`src/rtl/pcie_rq_pkg.sv`:
```
// -----------------------------------------------------------------------------
// pcie_rq_pkg
// Shared definitions for the requester-request (RQ) path in legacy TLP header
// format: header DW0 field positions, the memory-read type code, and helpers
// that decode read requests from DW0.
//   tlp_len_dw(len10) : 10-bit header length -> 11-bit DW count (0 means 1024)
//   is_mem_rd(dw0)    : 1 for MRd 3DW/4DW (no data, type 5'b00000)
// -----------------------------------------------------------------------------
package pcie_rq_pkg;

    // Header DW0 field positions
    localparam int FMT_DATA_BIT = 30;   // fmt[1]: 1 = TLP carries data
    localparam int TYPE_HI      = 28;
    localparam int TYPE_LO      = 24;
    localparam int LEN_HI       = 9;
    localparam int LEN_LO       = 0;

    localparam logic [4:0] MRD_TYPE = 5'b00000;

    typedef enum logic {
        ST_SOP  = 1'b0,
        ST_BODY = 1'b1
    } rq_state_e;

    function automatic logic [10:0] tlp_len_dw(input logic [9:0] len10);
        return (len10 == 10'd0) ? 11'd1024 : {1'b0, len10};
    endfunction

    function automatic logic is_mem_rd(input logic [31:0] dw0);
        return (dw0[FMT_DATA_BIT] == 1'b0) && (dw0[TYPE_HI:TYPE_LO] == MRD_TYPE);
    endfunction

endpackage

```
`src/rtl/axis_skid_buf.sv`:
```
// -----------------------------------------------------------------------------
// axis_skid_buf
// Two-entry AXI-Stream skid buffer with a registered upstream ready.
// An accepted beat appears on m_valid the following cycle; one beat per cycle
// is sustained while m_ready is high. The second entry absorbs the beat that
// arrives in the cycle the output stalls, so s_ready can be a flop.
// Ports:
//   clk, rst_n         clock, asynchronous active-low reset
//   s_data/valid/ready upstream payload handshake
//   m_data/valid/ready downstream payload handshake
// -----------------------------------------------------------------------------
module axis_skid_buf #(
    parameter int WIDTH = 8
) (
    input  logic             clk,
    input  logic             rst_n,
    input  logic [WIDTH-1:0] s_data,
    input  logic             s_valid,
    output logic             s_ready,
    output logic [WIDTH-1:0] m_data,
    output logic             m_valid,
    input  logic             m_ready
);

    logic [WIDTH-1:0] skid_data;
    logic             skid_valid;
    logic             ready_q;
    logic             s_fire;
    logic             out_free;
    logic             skid_valid_d;

    assign s_ready  = ready_q;
    assign s_fire   = s_valid && ready_q;
    assign out_free = m_ready || !m_valid;

    // The skid entry fills only when a beat is accepted while the output is
    // stalled, and drains as soon as the output register frees up.
    always_comb begin
        skid_valid_d = skid_valid;
        if (out_free) begin
            skid_valid_d = 1'b0;
        end else if (s_fire) begin
            skid_valid_d = 1'b1;
        end
    end

    always_ff @(posedge clk or negedge rst_n) begin
        if (!rst_n) begin
            m_data     <= '0;
            m_valid    <= 1'b0;
            skid_data  <= '0;
            skid_valid <= 1'b0;
            ready_q    <= 1'b0;
        end else begin
            if (out_free) begin
                if (skid_valid) begin
                    m_data  <= skid_data;
                    m_valid <= 1'b1;
                end else begin
                    m_valid <= s_fire;
                    if (s_fire) begin
                        m_data <= s_data;
                    end
                end
            end else if (s_fire) begin
                skid_data <= s_data;
            end
            skid_valid <= skid_valid_d;
            ready_q    <= !skid_valid_d;
        end
    end

endmodule

```
`src/rtl/rq_read_throttle.sv`:
```
// -----------------------------------------------------------------------------
// rq_read_throttle
// Throttles non-posted memory reads on the RQ stream ahead of the RQ adapter.
// A read header is admitted only when a tag is free (outstanding_req <
// MAX_TAGS) and its DW length fits the completion budget (outstanding_dw +
// len <= MAX_RD_DW). A refused header is held at the input, blocking every
// later TLP, until completion releases free enough room. All other TLPs pass
// unthrottled through a registered two-entry output stage.
//
// Ports:
//   user_clk, user_reset_n      clock, asynchronous active-low reset
//   s_axis_rq_*                 upstream TLP stream (DW0 in tdata[31:0])
//   m_axis_rq_*                 downstream TLP stream to the RQ adapter
//   cpl_done_valid/cpl_done_dw  per-request completion release pulse + length
//   outstanding_req/dw          live request and DW counters
//   throttled                   a read header is being held this cycle
//   cpl_underflow_err           sticky: a release exceeded what was outstanding
// Optional (macro RQ_THROTTLE_STATS_EN):
//   stall_cycles                saturating count of throttled cycles
//   peak_outstanding_req        high-water mark of outstanding_req
//
// FSM states:
//   state   | meaning
//   ST_SOP  | next accepted beat is the first beat of a TLP (gating applies)
//   ST_BODY | inside a multi-beat TLP, beats pass without gating
// -----------------------------------------------------------------------------
module rq_read_throttle
    import pcie_rq_pkg::*;
#(
    parameter  int DATA_WIDTH = 128,
    parameter  int KEEP_WIDTH = DATA_WIDTH / 8,
    parameter  int MAX_TAGS   = 32,
    parameter  int MAX_RD_DW  = 2048,
    localparam int REQ_W      = $clog2(MAX_TAGS + 1),
    localparam int DW_W       = $clog2(MAX_RD_DW + 1)
) (
    input  logic                  user_clk,
    input  logic                  user_reset_n,

    input  logic [DATA_WIDTH-1:0] s_axis_rq_tdata,
    input  logic [KEEP_WIDTH-1:0] s_axis_rq_tkeep,
    input  logic                  s_axis_rq_tlast,
    input  logic [3:0]            s_axis_rq_tuser,
    input  logic                  s_axis_rq_tvalid,
    output logic                  s_axis_rq_tready,

    output logic [DATA_WIDTH-1:0] m_axis_rq_tdata,
    output logic [KEEP_WIDTH-1:0] m_axis_rq_tkeep,
    output logic                  m_axis_rq_tlast,
    output logic [3:0]            m_axis_rq_tuser,
    output logic                  m_axis_rq_tvalid,
    input  logic                  m_axis_rq_tready,

    input  logic                  cpl_done_valid,
    input  logic [10:0]           cpl_done_dw,

    output logic [REQ_W-1:0]      outstanding_req,
    output logic [DW_W-1:0]       outstanding_dw,
    output logic                  throttled,
    output logic                  cpl_underflow_err
`ifdef RQ_THROTTLE_STATS_EN
    ,
    output logic [31:0]           stall_cycles,
    output logic [REQ_W-1:0]      peak_outstanding_req
`endif
);

    localparam int PAYLOAD_W = DATA_WIDTH + KEEP_WIDTH + 1 + 4;

    rq_state_e state_q, state_d;

    logic [REQ_W-1:0] req_q, req_d;
    logic [DW_W-1:0]  dw_q, dw_d;
    logic             err_q;
    logic             uflow;

    logic             is_rd;
    logic [10:0]      rd_len;
    logic             tag_ok;
    logic             dw_ok;
    logic             admit_ok;
    logic             hold;
    logic             skid_ready;
    logic             s_fire;
    logic             admit;

    logic [PAYLOAD_W-1:0] s_payload;
    logic [PAYLOAD_W-1:0] m_payload;

    logic [REQ_W:0] req_sum;
    logic [DW_W:0]  dw_sum;
    logic [DW_W:0]  rel_dw;

    // ---------------- head-beat decode and admission ----------------
    assign is_rd  = is_mem_rd(s_axis_rq_tdata[31:0]);
    assign rd_len = tlp_len_dw(s_axis_rq_tdata[LEN_HI:LEN_LO]);

    // One extra bit on each compare so the sum can never wrap.
    assign tag_ok   = ({1'b0, req_q} < (REQ_W + 1)'(MAX_TAGS));
    assign dw_ok    = (({1'b0, dw_q} + (DW_W + 1)'(rd_len)) <= (DW_W + 1)'(MAX_RD_DW));
    assign admit_ok = tag_ok && dw_ok;

    assign hold  = (state_q == ST_SOP) && s_axis_rq_tvalid && is_rd && !admit_ok;

    assign s_axis_rq_tready = skid_ready && !hold;
    assign s_fire           = s_axis_rq_tvalid && s_axis_rq_tready;
    assign admit            = s_fire && (state_q == ST_SOP) && is_rd;
    assign throttled        = hold;

    // ---------------- packet framing FSM ----------------
    always_ff @(posedge user_clk or negedge user_reset_n) begin
        if (!user_reset_n) begin
            state_q <= ST_SOP;
        end else begin
            state_q <= state_d;
        end
    end

    always_comb begin
        state_d = state_q;
        case (state_q)
            ST_SOP: begin
                if (s_fire && !s_axis_rq_tlast) begin
                    state_d = ST_BODY;
                end
            end
            ST_BODY: begin
                if (s_fire && s_axis_rq_tlast) begin
                    state_d = ST_SOP;
                end
            end
            default: state_d = ST_SOP;
        endcase
    end

    // ---------------- outstanding counters ----------------
    // Admit and release fold into one net update; an over-release saturates
    // at zero and is flagged rather than wrapping.
    always_comb begin
        req_sum = {1'b0, req_q} + {{REQ_W{1'b0}}, admit};
        dw_sum  = {1'b0, dw_q} + (admit ? (DW_W + 1)'(rd_len) : '0);
        rel_dw  = (DW_W + 1)'(cpl_done_dw);
        uflow   = 1'b0;
        req_d   = REQ_W'(req_sum);
        dw_d    = DW_W'(dw_sum);
        if (cpl_done_valid) begin
            uflow = (req_q == '0) || ({1'b0, dw_q} < rel_dw);
            req_d = (req_sum == '0) ? '0 : REQ_W'(req_sum - (REQ_W + 1)'(1));
            dw_d  = (dw_sum < rel_dw) ? '0 : DW_W'(dw_sum - rel_dw);
        end
    end

    always_ff @(posedge user_clk or negedge user_reset_n) begin
        if (!user_reset_n) begin
            req_q <= '0;
            dw_q  <= '0;
            err_q <= 1'b0;
        end else begin
            req_q <= req_d;
            dw_q  <= dw_d;
            if (uflow) begin
                err_q <= 1'b1;
            end
        end
    end

    assign outstanding_req   = req_q;
    assign outstanding_dw    = dw_q;
    assign cpl_underflow_err = err_q;

    // ---------------- registered output stage ----------------
    assign s_payload = {s_axis_rq_tuser, s_axis_rq_tlast, s_axis_rq_tkeep, s_axis_rq_tdata};

    axis_skid_buf #(
        .WIDTH (PAYLOAD_W)
    ) u_skid (
        .clk     (user_clk),
        .rst_n   (user_reset_n),
        .s_data  (s_payload),
        .s_valid (s_axis_rq_tvalid && !hold),
        .s_ready (skid_ready),
        .m_data  (m_payload),
        .m_valid (m_axis_rq_tvalid),
        .m_ready (m_axis_rq_tready)
    );

    assign {m_axis_rq_tuser, m_axis_rq_tlast, m_axis_rq_tkeep, m_axis_rq_tdata} = m_payload;

`ifdef RQ_THROTTLE_STATS_EN
    // ---------------- statistics ----------------
    always_ff @(posedge user_clk or negedge user_reset_n) begin
        if (!user_reset_n) begin
            stall_cycles         <= '0;
            peak_outstanding_req <= '0;
        end else begin
            if (hold && (stall_cycles != 32'hFFFF_FFFF)) begin
                stall_cycles <= stall_cycles + 32'd1;
            end
            if (req_q > peak_outstanding_req) begin
                peak_outstanding_req <= req_q;
            end
        end
    end
`endif

endmodule

```
`config.mk`:
```
export PLATFORM = sky130hd
export DESIGN_NAME = rq_read_throttle
export DESIGN_NICKNAME = d
export VERILOG_FILES = /design/src/rtl/pcie_rq_pkg.sv /design/src/rtl/axis_skid_buf.sv /design/src/rtl/rq_read_throttle.sv
export SDC_FILE = /design/constraint.sdc
export NUM_CORES = 1
export LEC_CHECK = 0
export ABC_AREA = 1
export ABC_CLOCK_PERIOD_IN_PS = 6000
export BUFFER_PORTS_ARGS = -buffer_cell sky130_fd_sc_hd__buf_2
export CAP_MARGIN = 30
export CORE_UTILIZATION = 40
export CTS_CLUSTER_SIZE = 20
export DETAILED_ROUTE_END_ITERATION = 8
export PLACE_DENSITY = 0.7
export SLEW_MARGIN = 25
export SYNTH_ARGS = -nofsm -noshare
export SYNTH_HDL_FRONTEND = slang
export SYNTH_SLANG_ARGS = --single-unit
```
`constraint.sdc`:
```
create_clock -name user_clk -period 6 [get_ports user_clk]
set_input_delay 0.9 -clock user_clk [delete_from_list [all_inputs] [get_ports user_clk]]
set_output_delay 0.9 -clock user_clk [all_outputs]
set_load 0.01 [all_outputs]
```
; After elaboration in Yosys (flattened, before gate mapping)
; Index checks and enable logic that the tools add are counted.
; W data, S select, Z words.
[classes]
add_sub_neg = 5
mul = 0
n_div = 0
n_lt_le_gt_ge = 4
eq_ne = 0
n_shift = 0
mux = 15
n_bitwise = 3
reduce_logical = 27
[ops]
columns = op, count
row1 = $mux W149, 2
row2 = $add A12 B11 Y13, 2
row3 = $mux W12, 2
row4 = $mux W11, 2
row5 = $le A13 B12 Y1 const B, 1
row6 = $logic_and A1 B1 Y1, 13
row7 = $lt A13 B11 Y1, 1
row8 = $lt A12 B11 Y1, 1
row9 = $mux W6, 2
row10 = $sub A12 B11 Y12, 1
row11 = $logic_not A10 Y1, 1
row12 = $add A6 B1 Y7, 1
row13 = $logic_not A7 Y1, 1
row14 = $logic_not A6 Y1, 1
row15 = $lt A6 B6 Y1 const B, 1
row16 = $mux W1, 6
row17 = $sub A6 B1 Y6 const B, 1
row18 = $logic_not A1 Y1, 5
row19 = $logic_not A5 Y1, 1
row20 = $reduce_and A2 Y1, 2
row21 = $not A1 Y1, 3
row22 = $logic_or A1 B1 Y1, 2
row23 = $pmux W1 S2, 1
row24 = $reduce_bool A2 Y1, 1
[totals]
ff_bits = 321
latchBits = 0
ramBits = 0
mem_bits_ro = 0
out_inout_bits = 171
elab_cells = 63
n_memories = 0

; Logic depth before layout (Yosys ltp)
[depth]
word_depth = 17
ltp_mapped = 39
depth_no_buf = 37

; Modules after synthesis
; A second synthesis with hierarchy kept.
[hier_totals]
hier_cells = 2233
hier_area_um2 = 16512.1
[by_module_without_submodules]
columns = module, instances, cells_each, area_each_um2
row1 = axis_skid_buf, 1, 1766, 13441.6
row2 = rq_read_throttle, 1, 467, 3070.4

; Least setup slack after synthesis
; Ideal clock, no wire load.
[synth_path]
kind = in2reg
start = input s_axis_rq_tdata[0]
end = register dw_q[10], in the netlist outstanding_dw[10]
setup_time_ns = 0.083
arrival_time_ns = 5.416
t_required_ns = 5.917
path_slack_ns = 0.501
cell_stages = 37
path_buffers = 3
cell_sequence = clkbuf_1 > ha_1 > fa_1 > or2_2 > nor2_1 > nand3_1 > nor2_1 > nand2_1 > nor2_1 > nand3_1 > nand2_1 > nand2_1 > nand2_1 > inv_2 > nor2_4 > nand2_1 > clkbuf_1 > nor2_1 > fa_1 > nand3_1 > nand2_1 > a21oi_1 > o21bai_1 > xor2_1 > inv_1 > ha_1 > inv_1 > nor3_1 > nand3_1 > o2111ai_1 > nand3_1 > inv_1 > nor2_1 > nand2_1 > buf_2 > nand3_1 > o21ai_0
[synth_via]
elab_chain_len = 17
[synth_rtl]
columns = item, line
row1 = from (decl), rq_read_throttle.sv:40  ; input logic [DATA_WIDTH-1:0] s_axis_rq_tdata,
row2 = $logic_not A10 Y1, pcie_rq_pkg.sv:26  ; return (len10 == 10'd0) ? 11'd1024 : {1'b0, len10};
row3 = $mux W11 (*), pcie_rq_pkg.sv:26
row4 = $add A12 B11 Y13 (*), rq_read_throttle.sv:100  ; assign dw_ok = (({1'b0, dw_q} + (DW_W + 1)'(rd_len)) <= (DW_W + 1)'(MAX_RD_DW));
row5 = $le A13 B12 Y1 (*), rq_read_throttle.sv:100
row6 = $logic_and A1 B1 Y1 (*), rq_read_throttle.sv:101  ; assign admit_ok = tag_ok && dw_ok;
row7 = $logic_not A1 Y1 (*), rq_read_throttle.sv:103  ; assign hold = (state_q == ST_SOP) && s_axis_rq_tvalid && is_rd && !admit_ok;
row8 = $logic_and A1 B1 Y1 (*), rq_read_throttle.sv:103
row9 = net throttled, rq_read_throttle.sv:59  ; output logic throttled,
row10 = [2 not listed], -
row11 = $logic_and A1 B1 Y1 (*), rq_read_throttle.sv:106  ; assign s_fire = s_axis_rq_tvalid && s_axis_rq_tready;
row12 = $logic_and A1 B1 Y1 (*) (2 in series), rq_read_throttle.sv:107  ; assign admit = s_fire && (state_q == ST_SOP) && is_rd;
row13 = $mux W11 (*), rq_read_throttle.sv:141  ; dw_sum = {1'b0, dw_q} + (admit ? (DW_W + 1)'(rd_len) : '0);
row14 = $add A12 B11 Y13 (*), rq_read_throttle.sv:141
row15 = $sub A12 B11 Y12 or $lt A13 B11 Y1 (tied branches), rq_read_throttle.sv:149  ; dw_d = (dw_sum < rel_dw) ? '0 : DW_W'(dw_sum - rel_dw);
row16 = $mux W12, rq_read_throttle.sv:149
row17 = $mux W12 (*), rq_read_throttle.sv:146  ; if (cpl_done_valid) begin
row18 = net dw_d[10], rq_read_throttle.sv:73  ; logic [DW_W-1:0] dw_q, dw_d;
row19 = to (signal assigned), rq_read_throttle.sv:160  ; dw_q <= dw_d;
row20 = to (decl), rq_read_throttle.sv:73
; The timed path passes the listed nets; every way through them passes the cells marked *.
; A chain may end at the register's enable or synchronous reset.

; Worst setup path after layout
[layout_path]
start = input s_axis_rq_tdata[0]
end = register dw_q[2], in the netlist outstanding_dw[2]
[layout_via]
elab_chain_len = 17
[layout_rtl]
columns = item, line
row1 = $logic_not A10 Y1, pcie_rq_pkg.sv:26
row2 = $mux W11 (*), pcie_rq_pkg.sv:26
row3 = $add A12 B11 Y13, rq_read_throttle.sv:100
row4 = $le A13 B12 Y1, rq_read_throttle.sv:100
row5 = $logic_and A1 B1 Y1, rq_read_throttle.sv:101
row6 = $logic_not A1 Y1, rq_read_throttle.sv:103
row7 = $logic_and A1 B1 Y1, rq_read_throttle.sv:103
row8 = $logic_not A1 Y1, rq_read_throttle.sv:105  ; assign s_axis_rq_tready = skid_ready && !hold;
row9 = $logic_and A1 B1 Y1, rq_read_throttle.sv:105
row10 = $logic_and A1 B1 Y1, rq_read_throttle.sv:106
row11 = $logic_and A1 B1 Y1 (2 in series), rq_read_throttle.sv:107
row12 = $mux W11 (*), rq_read_throttle.sv:141
row13 = $add A12 B11 Y13 (*), rq_read_throttle.sv:141
row14 = $sub A12 B11 Y12 or $lt A13 B11 Y1 (tied branches), rq_read_throttle.sv:149
row15 = $mux W12, rq_read_throttle.sv:149
row16 = $mux W12 (*), rq_read_throttle.sv:146
row17 = net dw_d[2], rq_read_throttle.sv:73
; Marks and branches as above.

==> flow_summary_export.csv <==
group,metric,value,unit
placed_design,io_buffers,335,
sta,slew_viol_final,0,
route,first_pass_iters,5,
placed_design,dp_cells,2991,
power_and_ir_drop,p_total,8.16,mW
floorplan,initial_core_util,41.0,%
logic_synthesis,syn_nets,2478,
power_and_ir_drop,p_leak,11.4,nW
outcome,status,"finished, final reports clean",
setup_path,cpPeakStageDelay,0.42,ns
grt,antenna_found_initial,10,
final_layout,instances_no_fill,3070,
route,viasPerCell,5.27,
sta,max_clock_freq,0.184,GHz
floorplan,die_w,207,um
clocking,cts_max_level,2,
clocking,clock_latency,0.55,ns
setup_path,worstPathArrival,5.88,ns
floorplan,coreArea,0.0412,sq mm
logic_synthesis,ys_types,40,
route,drt_iter0_drc,1370,
sta,fin_setup_tns,0,ns
sta,finalSetupViolCount,0,
logic_synthesis,ys_warn_count,0,
grt,grt_max_degree,151,
power_and_ir_drop,ir_worst_vdd,265,uV
sta,relSlewSlack,39.4,%
setup_path,cp-end-kind,"register",
setup_path,worstRegToRegCells,35,
grt,first_global_vias,15600,
setup_path,path_class,"input pin to register",
floorplan,pin_count,336,
sta,period_minus_slack,5.43,ns
route,routed_wl,51.4,mm
route,drc_errors,0,
clocking,clock_path_buffers,3,
placed_design,gp_congestion,0.920,
clocking,tritoncts,"done",
logic_synthesis,ys_seq_area_share,47.6,%
logic_synthesis,synth_cells,2263,
sta,fin_ws,0.568,ns
sta,whs,0.343,ns
clocking,cts_made_buffers,38,
setup_path,start_kind,"input pin",
clocking,path_clk_slew,0.06,ns
sta,hold_violations,0,
floorplan,die_h,207,um
clocking,cts_num_sinks,321,
logic_synthesis,syn_area_per_cell,7.46,sq um
route,via_count,16200,
grt,grt_pass1_wl,83.6,mm
clocking,postCtsSetupBuffers,0,
job,drv_cap,0,
sta,final.period_utilization,90.5,%
power_and_ir_drop,p_per_area,406,mW/mm^2
clocking,cts_root_buffer,"clkbuf_16",
logic_synthesis,synth-adder-area-share,3.84,%
grt,gr-total-overflow,0,
setup_path,crit_slowest_cell,"fa_1",
final_layout,multi_input_area,0.00777,sq mm
logic_synthesis,synthSimpleGateAreaFrac,38.3,%
logic_synthesis,synth_compound_area_share,2.88,%
floorplan,die-area,0.0430,sq mm
logic_synthesis,synth_top_family_by_area,"simple AND/OR/NAND/NOR gates",
placed_design,dp_hpwl,32.2,mm
logic_synthesis,netlist_area,0.0169,sq mm
route,ant_nets,0,
placed_design,place_ws,-0.0319,ns
final_layout,fillers,4044,
grt,grtUsageTotal,23.8,%
final_layout,seq_area,0.00804,sq mm
sta,worst-slew-pin-transition,0.910,ns
final_layout,nNetsFinal,2716,
route,routedWlPerCell,16.8,um
final_layout,syn2layout_area_growth,19.0,%
logic_synthesis,synth-xor-area-share,0.778,%
sta,finClkSkew,0.0156,ns
setup_path,crit_fanout,11,
floorplan,num_rows,74,
final_layout,layout-drive-gt1-share,17.1,%
logic_synthesis,synthMuxAreaShare,0,%
setup_path,critPathRequiredTime,6.45,ns
worst_hold_path,hold_path.class,"input pin to asynchronous set/reset pin",
logic_synthesis,ys_ff_latch,321,
-- synth_stat cells, drive strengths merged --
library cell,count,area (sq um)
nand2,1134,4260
dfrtp,321,8030
nand3,180,906
nand4,156,976
clkbuf,97,364
inv,91,342
buf,61,403
nor2,49,191
ha,47,588
a21oi,36,184
o21ai,34,170
xor2,14,123
nor3,7,35.0
or2,7,43.8
o211ai,5,37.5
nand3b,4,30.0
fa,3,60.1
o2111ai,2,17.5
o21bai,2,15.0
o31ai,2,15.0
a2111oi,1,8.76
a21boi,1,7.51
a21o,1,7.51
a22oi,1,7.51
clkinv,1,3.75
nor4,1,6.26
nor4b,1,8.76
o22ai,1,6.26
o41ai,1,8.76
or4,1,7.51
xnor2,1,8.76
-- cell usage in the layout (no fill, tap or decap), drive strengths merged, types with 10 or more instances in the layout --
cell,count
nand4,156
o21ai,34
buf,356
clkbuf,61
nor2,49
ha,47
diode,10
nand2,1134
a21oi,36
xor2,14
dfrtp,321
inv,91
nand3,180
-- kinds of logic after synthesis --
kind of cell,Yosys count
DFF,321
and+or+nand+nor,1540
buffers and inverters,250
AOI/OAI and AO/OA,87
xor gates and xnor gates,15
adders and majority gates,50
-- state kept, by name, summed over array words and instances (netlist names), named ones only --
register,flops
u_skid.skid_valid,1
u_skid.m_data,149
u_skid.m_valid,1
cpl_underflow_err,1
u_skid.s_ready,1
outstanding_req,6
outstanding_dw,12
u_skid.skid_data,149
-- through the flow --
step | area [sq um] | utilization (%)
2_1_floorplan | 16900 | -
3_3_place_gp | 18700 | 45.4
3_5_place_dp | 18700 | 45.5
4_1_cts | 20000 | 48.5
5_1_grt | 20100 | 48.7
6_report | 20100 | 48.7
-- layer usage --
layer / track usage [%] / vias up / wire (um)
li1: - / 7783 / -
met1: 31.6 / 7700 / 22400
met2: 38.6 / 581 / 24300
met3: 4.08 / 104 / 3110
met4: 9.32 / 2 / 1600
met5: 0 / - / 13
-- critical path: cells and delay by family --
family / cells / cell delay (ns)
adder cells (fa/ha/maj): 5 / 1.36
XOR/XNOR: 1 / 0.20
AND/OR/NAND/NOR: 21 / 2.47
AO/OA/AOI/OAI: 4 / 0.55
buffers and inverters: 5 / 0.42
-- report_power, final --
group	switching (mW)	internal [mW]	total [mW]
combinational	1.61	0.910	2.52
clock	0.916	1.42	2.34
sequential	0.446	2.85	3.30
total	2.97	5.19	8.16
-- worst paths after layout --
| check | endpoint | start | slack, ns |
|---|---|---|---|
| max in group asynchronous | u_skid.skid_data[110] | user_reset_n | 4.44 |
| min | outstanding_dw[11] | user_reset_n | 0.34 |
| max | outstanding_dw[2] | s_axis_rq_tdata[0] | 0.57 |
| max reg2reg | outstanding_dw[2] | outstanding_dw[0] | 0.58 |
| min reg2reg | u_skid.m_data[97] | u_skid.m_data[97] | 0.46 |
| min in group user_clk | u_skid.m_data[97] | u_skid.m_data[97] | 0.46 |
-- timing repair --
item | in CTS | in global routing
endpoints found under the setup margin | 0 | 11
resized for setup | 0 | 2
hold buffers | 0 | 0
-- area by class of cell --
| type | count | share of cell area, % |
|---|---|---|
| clock inverter | 6 | 0.287 |
| antenna | 10 | 0.125 |
| timing repair buffer | 356 | 9.75 |
| tap | 532 | 3.31 |
| clock buffer | 61 | 6.03 |
| sequential | 321 | 40.0 |
| inverter | 92 | 1.76 |
| multi-input combinational | 1692 | 38.7 |
(Power assumes the default switching activity.)
